$ cat config.mk
export PLATFORM = sky130hd
export DESIGN_NAME = instruction_decode_flat
export DESIGN_NICKNAME = d
export VERILOG_FILES = /design/src/rtl/instruction_decode_if.sv /design/src/rtl/instruction_decode.sv /design/src/flat_wrapper.sv
export SDC_FILE = /design/constraint.sdc
export NUM_CORES = 2
export LEC_CHECK = 0
export ABC_AREA = 0
export CORE_UTILIZATION = 55
export DETAILED_ROUTE_END_ITERATION = 10
export PLACE_DENSITY = 0.82
export SLEW_MARGIN = 40
export SYNTH_ARGS = -nofsm -noshare
export SYNTH_HDL_FRONTEND = slang
export SYNTH_SLANG_ARGS = --single-unit
$ cat constraint.sdc
create_clock -name clk -period 114.8 [get_ports clk]
set_input_delay 11.48 -clock clk [delete_from_list [all_inputs] [get_ports clk]]
set_output_delay 11.48 -clock clk [all_outputs]
set_load 0.02 [all_outputs]
$ cat src/rtl/instruction_decode_if.sv
// instruction_decode_if: IF/ID inputs, W-stage writeback and ID/EX outputs of the decode stage
interface instruction_decode_if;
    logic [31:0] IF_ID_IR, IF_ID_PC, IF_ID_PC4;
    logic        FlushE, RegWriteW;
    logic [4:0]  RdW;
    logic [31:0] ResultW;
    logic        RegWriteE, MemWriteE, BranchE, JumpE, JalrE, ALUSrcE;
    logic [1:0]  ResultSrcE;
    logic [3:0]  ALUControlE;
    logic [2:0]  Funct3E;
    logic [31:0] RD1E, RD2E, ImmExtE, PCE, PCPlus4E;
    logic [4:0]  Rs1E, Rs2E, RdE;
    modport master (
        output IF_ID_IR, IF_ID_PC, IF_ID_PC4, FlushE, RegWriteW, RdW, ResultW,
        input  RegWriteE, MemWriteE, BranchE, JumpE, JalrE, ALUSrcE, ResultSrcE,
               ALUControlE, Funct3E, RD1E, RD2E, ImmExtE, PCE, PCPlus4E, Rs1E, Rs2E, RdE
    );
    modport slave (
        input  IF_ID_IR, IF_ID_PC, IF_ID_PC4, FlushE, RegWriteW, RdW, ResultW,
        output RegWriteE, MemWriteE, BranchE, JumpE, JalrE, ALUSrcE, ResultSrcE,
               ALUControlE, Funct3E, RD1E, RD2E, ImmExtE, PCE, PCPlus4E, Rs1E, Rs2E, RdE
    );
endinterface

$ cat src/rtl/instruction_decode.sv
// instruction_decode: RV32I decode stage with register file, immediate generation and ID/EX register
module instruction_decode (
    input logic                 clk,
    input logic                 rst,
    instruction_decode_if.slave id_if
);
    localparam logic [6:0] OP_R = 7'b0110011, OP_I = 7'b0010011, OP_L = 7'b0000011,
                           OP_S = 7'b0100011, OP_B = 7'b1100011, OP_JAL = 7'b1101111,
                           OP_JALR = 7'b1100111, OP_LUI = 7'b0110111;
    localparam logic [3:0] ALU_ADD = 4'd0, ALU_SUB = 4'd1, ALU_AND = 4'd2, ALU_OR = 4'd3,
                           ALU_XOR = 4'd4, ALU_SLT = 4'd5, ALU_SLTU = 4'd6, ALU_SLL = 4'd7,
                           ALU_SRL = 4'd8, ALU_SRA = 4'd9, ALU_PASSB = 4'd10;
    typedef struct packed {
        logic       reg_write, mem_write, branch, jump, jalr, alu_src;
        logic [1:0] result_src;
        logic [3:0] alu_ctl;
    } ctl_t;
    typedef struct packed {
        ctl_t        ctl;
        logic [2:0]  funct3;
        logic [31:0] rd1, rd2, imm, pc, pc4;
        logic [4:0]  rs1, rs2, rd;
    } idex_t;
    logic [31:0] ir;
    logic [4:0]  rs1, rs2;
    logic [31:0] rd1, rd2, imm_i, imm_s, imm_b, imm_j, imm_u, imm;
    logic [31:0] rf_q [32];
    ctl_t        ctl;
    idex_t       idex_d, idex_q;
    function automatic logic [3:0] alu_fn(input logic [2:0] f3, input logic alt);
        case (f3)
            3'b000:  return alt ? ALU_SUB : ALU_ADD;
            3'b001:  return ALU_SLL;
            3'b010:  return ALU_SLT;
            3'b011:  return ALU_SLTU;
            3'b100:  return ALU_XOR;
            3'b101:  return alt ? ALU_SRA : ALU_SRL;
            3'b110:  return ALU_OR;
            default: return ALU_AND;
        endcase
    endfunction
    assign ir    = id_if.IF_ID_IR;
    assign rs1   = ir[19:15];
    assign rs2   = ir[24:20];
    assign imm_i = {{20{ir[31]}}, ir[31:20]};
    assign imm_s = {{20{ir[31]}}, ir[31:25], ir[11:7]};
    assign imm_b = {{19{ir[31]}}, ir[31], ir[7], ir[30:25], ir[11:8], 1'b0};
    assign imm_j = {{11{ir[31]}}, ir[31], ir[19:12], ir[20], ir[30:21], 1'b0};
    assign imm_u = {ir[31:12], 12'b0};
    // Writeback in the same cycle is bypassed so decode never sees a stale operand
    assign rd1 = rs1 == 5'd0 ? 32'd0 : (id_if.RegWriteW && id_if.RdW == rs1) ? id_if.ResultW : rf_q[rs1];
    assign rd2 = rs2 == 5'd0 ? 32'd0 : (id_if.RegWriteW && id_if.RdW == rs2) ? id_if.ResultW : rf_q[rs2];
    always_ff @(posedge clk or posedge rst) begin
        if (rst) begin
            for (int i = 0; i < 32; i++) rf_q[i] <= '0;
        end else if (id_if.RegWriteW && id_if.RdW != 5'd0) begin
            rf_q[id_if.RdW] <= id_if.ResultW;
        end
    end
    always_comb begin
        ctl = '0;
        imm = '0;
        case (ir[6:0])
            OP_R:    begin ctl.reg_write = 1'b1; ctl.alu_ctl = alu_fn(ir[14:12], ir[30]); end
            OP_I:    begin ctl.reg_write = 1'b1; ctl.alu_src = 1'b1; imm = imm_i;
                           ctl.alu_ctl = alu_fn(ir[14:12], ir[14:12] == 3'b101 && ir[30]); end
            OP_L:    begin ctl.reg_write = 1'b1; ctl.alu_src = 1'b1; ctl.result_src = 2'b01; imm = imm_i; end
            OP_S:    begin ctl.mem_write = 1'b1; ctl.alu_src = 1'b1; imm = imm_s; end
            OP_B:    begin ctl.branch = 1'b1; ctl.alu_ctl = ALU_SUB; imm = imm_b; end
            OP_JAL:  begin ctl.reg_write = 1'b1; ctl.jump = 1'b1; ctl.result_src = 2'b10; imm = imm_j; end
            OP_JALR: begin ctl.reg_write = 1'b1; ctl.jalr = 1'b1; ctl.alu_src = 1'b1;
                           ctl.result_src = 2'b10; imm = imm_i; end
            OP_LUI:  begin ctl.reg_write = 1'b1; ctl.alu_src = 1'b1; ctl.alu_ctl = ALU_PASSB; imm = imm_u; end
            default: ;
        endcase
    end
    // A flush turns the slot into a bubble: no controls and no register indices for hazard logic
    always_comb begin
        idex_d        = '0;
        idex_d.ctl    = id_if.FlushE ? '0 : ctl;
        idex_d.funct3 = ir[14:12];
        idex_d.rd1    = rd1;
        idex_d.rd2    = rd2;
        idex_d.imm    = imm;
        idex_d.pc     = id_if.IF_ID_PC;
        idex_d.pc4    = id_if.IF_ID_PC4;
        idex_d.rs1    = id_if.FlushE ? 5'd0 : rs1;
        idex_d.rs2    = id_if.FlushE ? 5'd0 : rs2;
        idex_d.rd     = id_if.FlushE ? 5'd0 : ir[11:7];
    end
    always_ff @(posedge clk or posedge rst) begin
        if (rst) idex_q <= '0;
        else     idex_q <= idex_d;
    end
    assign id_if.RegWriteE   = idex_q.ctl.reg_write;
    assign id_if.MemWriteE   = idex_q.ctl.mem_write;
    assign id_if.BranchE     = idex_q.ctl.branch;
    assign id_if.JumpE       = idex_q.ctl.jump;
    assign id_if.JalrE       = idex_q.ctl.jalr;
    assign id_if.ALUSrcE     = idex_q.ctl.alu_src;
    assign id_if.ResultSrcE  = idex_q.ctl.result_src;
    assign id_if.ALUControlE = idex_q.ctl.alu_ctl;
    assign id_if.Funct3E     = idex_q.funct3;
    assign id_if.RD1E        = idex_q.rd1;
    assign id_if.RD2E        = idex_q.rd2;
    assign id_if.ImmExtE     = idex_q.imm;
    assign id_if.PCE         = idex_q.pc;
    assign id_if.PCPlus4E    = idex_q.pc4;
    assign id_if.Rs1E        = idex_q.rs1;
    assign id_if.Rs2E        = idex_q.rs2;
    assign id_if.RdE         = idex_q.rd;
endmodule
$ cat src/flat_wrapper.sv
// flat-port wrapper written by rule: the top's interface ports become plain ports
module instruction_decode_flat 
  (clk, rst, id_if_IF_ID_IR, id_if_IF_ID_PC, id_if_IF_ID_PC4, id_if_FlushE, id_if_RegWriteW, id_if_RdW, id_if_ResultW, id_if_RegWriteE, id_if_MemWriteE, id_if_BranchE, id_if_JumpE, id_if_JalrE, id_if_ALUSrcE, id_if_ResultSrcE, id_if_ALUControlE, id_if_Funct3E, id_if_RD1E, id_if_RD2E, id_if_ImmExtE, id_if_PCE, id_if_PCPlus4E, id_if_Rs1E, id_if_Rs2E, id_if_RdE);
  instruction_decode_if id_if_i ();
  input logic clk;
  input logic rst;
  input wire logic [$bits(id_if_i.IF_ID_IR)-1:0] id_if_IF_ID_IR;
  input wire logic [$bits(id_if_i.IF_ID_PC)-1:0] id_if_IF_ID_PC;
  input wire logic [$bits(id_if_i.IF_ID_PC4)-1:0] id_if_IF_ID_PC4;
  input wire logic [$bits(id_if_i.FlushE)-1:0] id_if_FlushE;
  input wire logic [$bits(id_if_i.RegWriteW)-1:0] id_if_RegWriteW;
  input wire logic [$bits(id_if_i.RdW)-1:0] id_if_RdW;
  input wire logic [$bits(id_if_i.ResultW)-1:0] id_if_ResultW;
  output wire logic [$bits(id_if_i.RegWriteE)-1:0] id_if_RegWriteE;
  output wire logic [$bits(id_if_i.MemWriteE)-1:0] id_if_MemWriteE;
  output wire logic [$bits(id_if_i.BranchE)-1:0] id_if_BranchE;
  output wire logic [$bits(id_if_i.JumpE)-1:0] id_if_JumpE;
  output wire logic [$bits(id_if_i.JalrE)-1:0] id_if_JalrE;
  output wire logic [$bits(id_if_i.ALUSrcE)-1:0] id_if_ALUSrcE;
  output wire logic [$bits(id_if_i.ResultSrcE)-1:0] id_if_ResultSrcE;
  output wire logic [$bits(id_if_i.ALUControlE)-1:0] id_if_ALUControlE;
  output wire logic [$bits(id_if_i.Funct3E)-1:0] id_if_Funct3E;
  output wire logic [$bits(id_if_i.RD1E)-1:0] id_if_RD1E;
  output wire logic [$bits(id_if_i.RD2E)-1:0] id_if_RD2E;
  output wire logic [$bits(id_if_i.ImmExtE)-1:0] id_if_ImmExtE;
  output wire logic [$bits(id_if_i.PCE)-1:0] id_if_PCE;
  output wire logic [$bits(id_if_i.PCPlus4E)-1:0] id_if_PCPlus4E;
  output wire logic [$bits(id_if_i.Rs1E)-1:0] id_if_Rs1E;
  output wire logic [$bits(id_if_i.Rs2E)-1:0] id_if_Rs2E;
  output wire logic [$bits(id_if_i.RdE)-1:0] id_if_RdE;
  assign id_if_i.IF_ID_IR = id_if_IF_ID_IR;
  assign id_if_i.IF_ID_PC = id_if_IF_ID_PC;
  assign id_if_i.IF_ID_PC4 = id_if_IF_ID_PC4;
  assign id_if_i.FlushE = id_if_FlushE;
  assign id_if_i.RegWriteW = id_if_RegWriteW;
  assign id_if_i.RdW = id_if_RdW;
  assign id_if_i.ResultW = id_if_ResultW;
  assign id_if_RegWriteE = id_if_i.RegWriteE;
  assign id_if_MemWriteE = id_if_i.MemWriteE;
  assign id_if_BranchE = id_if_i.BranchE;
  assign id_if_JumpE = id_if_i.JumpE;
  assign id_if_JalrE = id_if_i.JalrE;
  assign id_if_ALUSrcE = id_if_i.ALUSrcE;
  assign id_if_ResultSrcE = id_if_i.ResultSrcE;
  assign id_if_ALUControlE = id_if_i.ALUControlE;
  assign id_if_Funct3E = id_if_i.Funct3E;
  assign id_if_RD1E = id_if_i.RD1E;
  assign id_if_RD2E = id_if_i.RD2E;
  assign id_if_ImmExtE = id_if_i.ImmExtE;
  assign id_if_PCE = id_if_i.PCE;
  assign id_if_PCPlus4E = id_if_i.PCPlus4E;
  assign id_if_Rs1E = id_if_i.Rs1E;
  assign id_if_Rs2E = id_if_i.Rs2E;
  assign id_if_RdE = id_if_i.RdE;
  instruction_decode u_core (.clk(clk), .rst(rst), .id_if(id_if_i));
endmodule
# Yosys cells after proc, flatten, opt, wreduce, memory -nomap -nowiden
# Cells that the tools add are included.
# totals
reg_bits	1214
latchBits	0
mem_bits_rw	0
mem_bits_ro	0
inputBits	137
memories	0
# classes
n_addsub	0
mul	0
div_mod_pow	0
order_cmp	4
n_eq_ne	16
shifts	0
mux	32
bitwise_logic	3
reduce_logical	13
# op_table
cell	n
bitwise mux 1024 bit	1
binary-select mux 32 bit (select 5 bit)	2
2-to-1 mux 32 bit	9
demux 32 bit (select 5 bit)	1
case mux 32 bit (5 select lines)	1
case mux 4 bit (7 select lines)	2
equality test 7 x 6 -> 1 bit (second input constant)	3
equality test 7 bit (second input constant)	3
greater-or-equal comparator 6 bit (second input constant)	3
NOT 5 -> 6 bit	3
case mux 4 bit (4 select lines)	1
2-to-1 mux 5 bit	3
2-to-1 mux 12 bit	1
equality test 5 bit	2
zero test 5 bit	2
2-to-1 mux 1 bit	10
equality test 3 bit (second input constant)	3
equality test 7 x 2 -> 1 bit (second input constant)	1
equality test 7 x 5 -> 1 bit (second input constant)	1
equality test 3 x 2 -> 1 bit (second input constant)	2
< comparator 6 x 1 -> 1 bit (second input constant)	1
OR reduction 6 bit	1
logical AND 1 bit	5
nonzero test 5 bit	1
6 further kinds	6

# Depth between registers and ports, before layout
# logic_depth
ltp_word	6
depth_mapped	10
depth_no_buf	5

# Worst setup path after synthesis
# Ideal clock, no wire load.
# synth_path
path_type	input port to flip-flop
start	input id_if_IF_ID_IR[15]
end	register u_core.idex_q (netlist bit u_core.id_if.RD1E[10])
setup_ns	0.122
t_arrival_ns	13.203
setup_slack_ns	101.475
stages	8
path_cell_list	buf_6 buf_6 buf_6 buf_2 mux4_2 a22oi_1 nand2_1 a32o_1
# synth_lines
item	line	source
start, declared	flat_wrapper.sv:7	input wire logic [$bits(id_if_i.IF_ID_IR)-1:0] id_if_IF_ID_IR;
end signal, assigned	instruction_decode.sv:93	else idex_q <= idex_d;
end, declared	instruction_decode.sv:29	idex_t idex_d, idex_q;

==> out/results.tsv <==
metric	value	unit
outcome	finished clean	
initial DRC count	5224	
Final Cycle Share	0.1308	
DR pass1 iterations	6	
critical path class	in -> async	
row count	121	
post-layout util	0.6368	
logic gate share of total power	0.187	
Psw	337.5	uW
worst skew pair latency	740	ps
peak supply drop	0.00001622	V
H-Tree Depth	3	
DR DRC count	0	
Worst Path Required	115600	ps
worst r2r path cells	5	
Synth area leaders	dfrtp_1 (50%), mux2_2 (19%), mux2i_1 (9.3%)	
post-synth net total	4593	
Initial Util	0.5567	
Clock Tree Buf Depth	3	
largest net degree at the start of global routing	148	
Power Internal	887.5	uW
max cap viols	0	
chip height	334.4	um
DIE WIDTH	334.4	um
setup TNS	0	ps
mapped cell area	60770	um2
Post-synth EDFFs	0	
Final Cell Area	69510	um2
Total GRT Usage	0.3291	
Clk Tree Root Cell	clkbuf_16	
largest area contributor in the netlist	dfrtp_1	
DP HPWL	103.9	mm
post-synthesis cell count	4456	
via count	42020	
PwrDens	17.62	nW/um2
Setup Skew	23.87	ps
Leakage	0.03110	uW
startpoint type of the worst setup path	input pin	
Clk pin slew, worst setup/hold paths	60	ps
worst reg2reg startpoint	u_core.rf_q[521]	
FMAX	66.62	MHz
sequential share of power	0.457	
Worst Tran Pin Value	873.9	ps
Final Max Slew Viols	0	
Placed Area	64930	um2
fin nets	4667	
Reg-to-Reg End	u_core.id_if.RD1E[9]	
crit end category	async pin	
CP max FO	95	
worst reg2reg setup slack	112580	ps
layout cells sized above 1	0.3629	
register area share after synthesis	0.4999	
Yosys top cell area share	0.4999	
wire per inst	30.21	um
dominant synthesized flop cell	dfrtp_1	
asr flop ratio synth	1.000	
relative slew slack	0.4174	
Core Area	109200	um2
crit path to	u_core.rf_q[603]	
endpoints failing hold	0	
Crit. Startpoint	rst	
final wirelength	184.9	mm
GPL Wtd Cong	0.8815	
Power, Total	1225	uW
number of CTS-inserted buffers	121	
DP Worst Slack	98870	ps
crit path DAT	15810	ps
Yosys warnings	0	
I/O Pins	327	
final setup fails	0	
initial antenna violation count	13	
RSZ-0062 raised after global routing	no	
fin crit period	15010	ps
clock network fraction of total power	0.356	
cts hold-fix bufs	0	
Switching Share	0.2755	
min-delay src	u_core.rf_q[1016]	
postcts setup bufs	0	
CTS tree	done	
Resize count post-CTS	0	
clock sinks	1214	
Die Footprint	111800	um2
Synth Area per Inst	13.64	um2
Setup WS post-layout	99790	ps
vias in the first global route	43130	
Via density	6.863	
synth unique cells	54	
Yosys reg bits	1214	
Hold Crit Class	reg -> reg	
area grow syn2layout	14.38	%
total gr overflow	0	
post-route ant nets	0	
first-pass GRT wire length	276.4	mm
PortBufs	326	
[worst max-delay path, cell delays in order]
cell and delay [ps]:
clkdlybuf4s50_1 490, inv_8 490, buf_6 590, buf_12 510
buf_4 680, buf_6 660, clkbuf_8 680
[flip-flops by register name (all words and copies together), names as in the netlist]
| name | flops |
|---|---|
| u_core.id_if.ALUControlE | 4 |
| u_core.id_if.ALUSrcE | 1 |
| u_core.id_if.BranchE | 1 |
| u_core.id_if.Funct3E | 3 |
| u_core.id_if.ImmExtE | 32 |
| u_core.id_if.JalrE | 1 |
| u_core.id_if.JumpE | 1 |
| u_core.id_if.MemWriteE | 1 |
| u_core.id_if.PCE | 32 |
| u_core.id_if.PCPlus4E | 32 |
| u_core.id_if.RD1E | 32 |
| u_core.id_if.RD2E | 32 |
| u_core.id_if.RdE | 5 |
| u_core.id_if.RegWriteE | 1 |
| u_core.id_if.ResultSrcE | 2 |
| u_core.id_if.Rs1E | 5 |
| u_core.id_if.Rs2E | 5 |
| u_core.rf_q | 1024 |
[power by group through the flow]
stage / clock network [uW] / registers [uW] / logic (uW)
CTS: 439 / 556 / 227
global route: 456 / 567 / 244
floorplan: 0 / 553 / 166
global placement: 0 / 557 / 218
finish: 436 / 560 / 229
detailed placement: 0 / 563 / 225
[worst min-delay path by stage]
stage                                    to  slack (ps)  depth (start not counted)
after floorplan           u_core.rf_q[1002]         450                          1
after global placement    u_core.rf_q[1010]         380                          0
after detailed placement  u_core.rf_q[1016]         390                          0
after CTS                 u_core.rf_q[1016]         400                          0
after global routing      u_core.rf_q[1013]         410                          0
final                     u_core.rf_q[1016]         400                          0
[per-stage QoR]
| stage | hold slack (ps) | instances |
|---|---|---|
| 2_1_floorplan | 445.1 | 4456 |
| 3_3_place_gp | 381.6 | 5871 |
| 3_5_place_dp | 385.9 | 5880 |
| 4_1_cts | 400.0 | 6111 |
| 5_1_grt | 413.9 | 6119 |
| 6_report | 401.9 | 6122 |
[cell usage after synthesis (all sizes together), types with 10 or more instances]
cell type	number
mux2	1044
inv	12
dfrtp	1214
a22o	18
a2111oi	18
a21oi	162
nand3	48
a22oi	254
nor2	74
o21ai	12
nor3	18
o221a	10
nand2	102
a211oi	10
nor2b	25
a21o	17
mux2i	567
a32o	49
o221ai	16
o22ai	34
mux4	220
buf	219
clkbuf	252
[layout by cell type, fill, tap and decap left out, types with 37 or more instances in the layout]
master,synthesis,layout
clkdlybuf4s50_1,0,288
nand3_1,48,48
a32o_1,49,49
nand2_1,102,85
dfrtp_1,1214,1214
buf_4,19,65
a21oi_1,162,161
a22oi_1,254,254
clkbuf_16,0,121
mux2_2,1044,1044
nor2_1,73,52
mux2i_1,567,567
clkbuf_8,0,37
mux4_2,220,220
[layout make-up]
cell class / count / area (um2)
Fill cell: 7785 / 39650
Sequential cell: 1214 / 30380
Multi-Input combinational cell: 2759 / 28540
Timing Repair Buffer: 422 / 4195
Clock buffer: 173 / 3573
Tap cell: 1476 / 1847
Clock inverter: 58 / 899.6
Inverter: 12 / 52.55
Antenna cell: 8 / 20.02
[metal layers]
layer / track usage / share of wire
met5: 0 / 0.00021
met2: 0.5224 / 0.48
met3: 0.07928 / 0.10
met1: 0.4259 / 0.37
met4: 0.1591 / 0.048
[logic make-up after synthesis]
logic type                after synthesis  share of synthesized area
buffers and inverters                 483                    0.03486
DFF                                  1214                     0.4999
xor gates and xnor gates                4                  0.0005766
AOI/OAI and AO/OA                     624                    0.07348
and+or+nand+nor                       300                    0.02277
muxes                                1831                     0.3684
(Power assumes the default switching activity.)
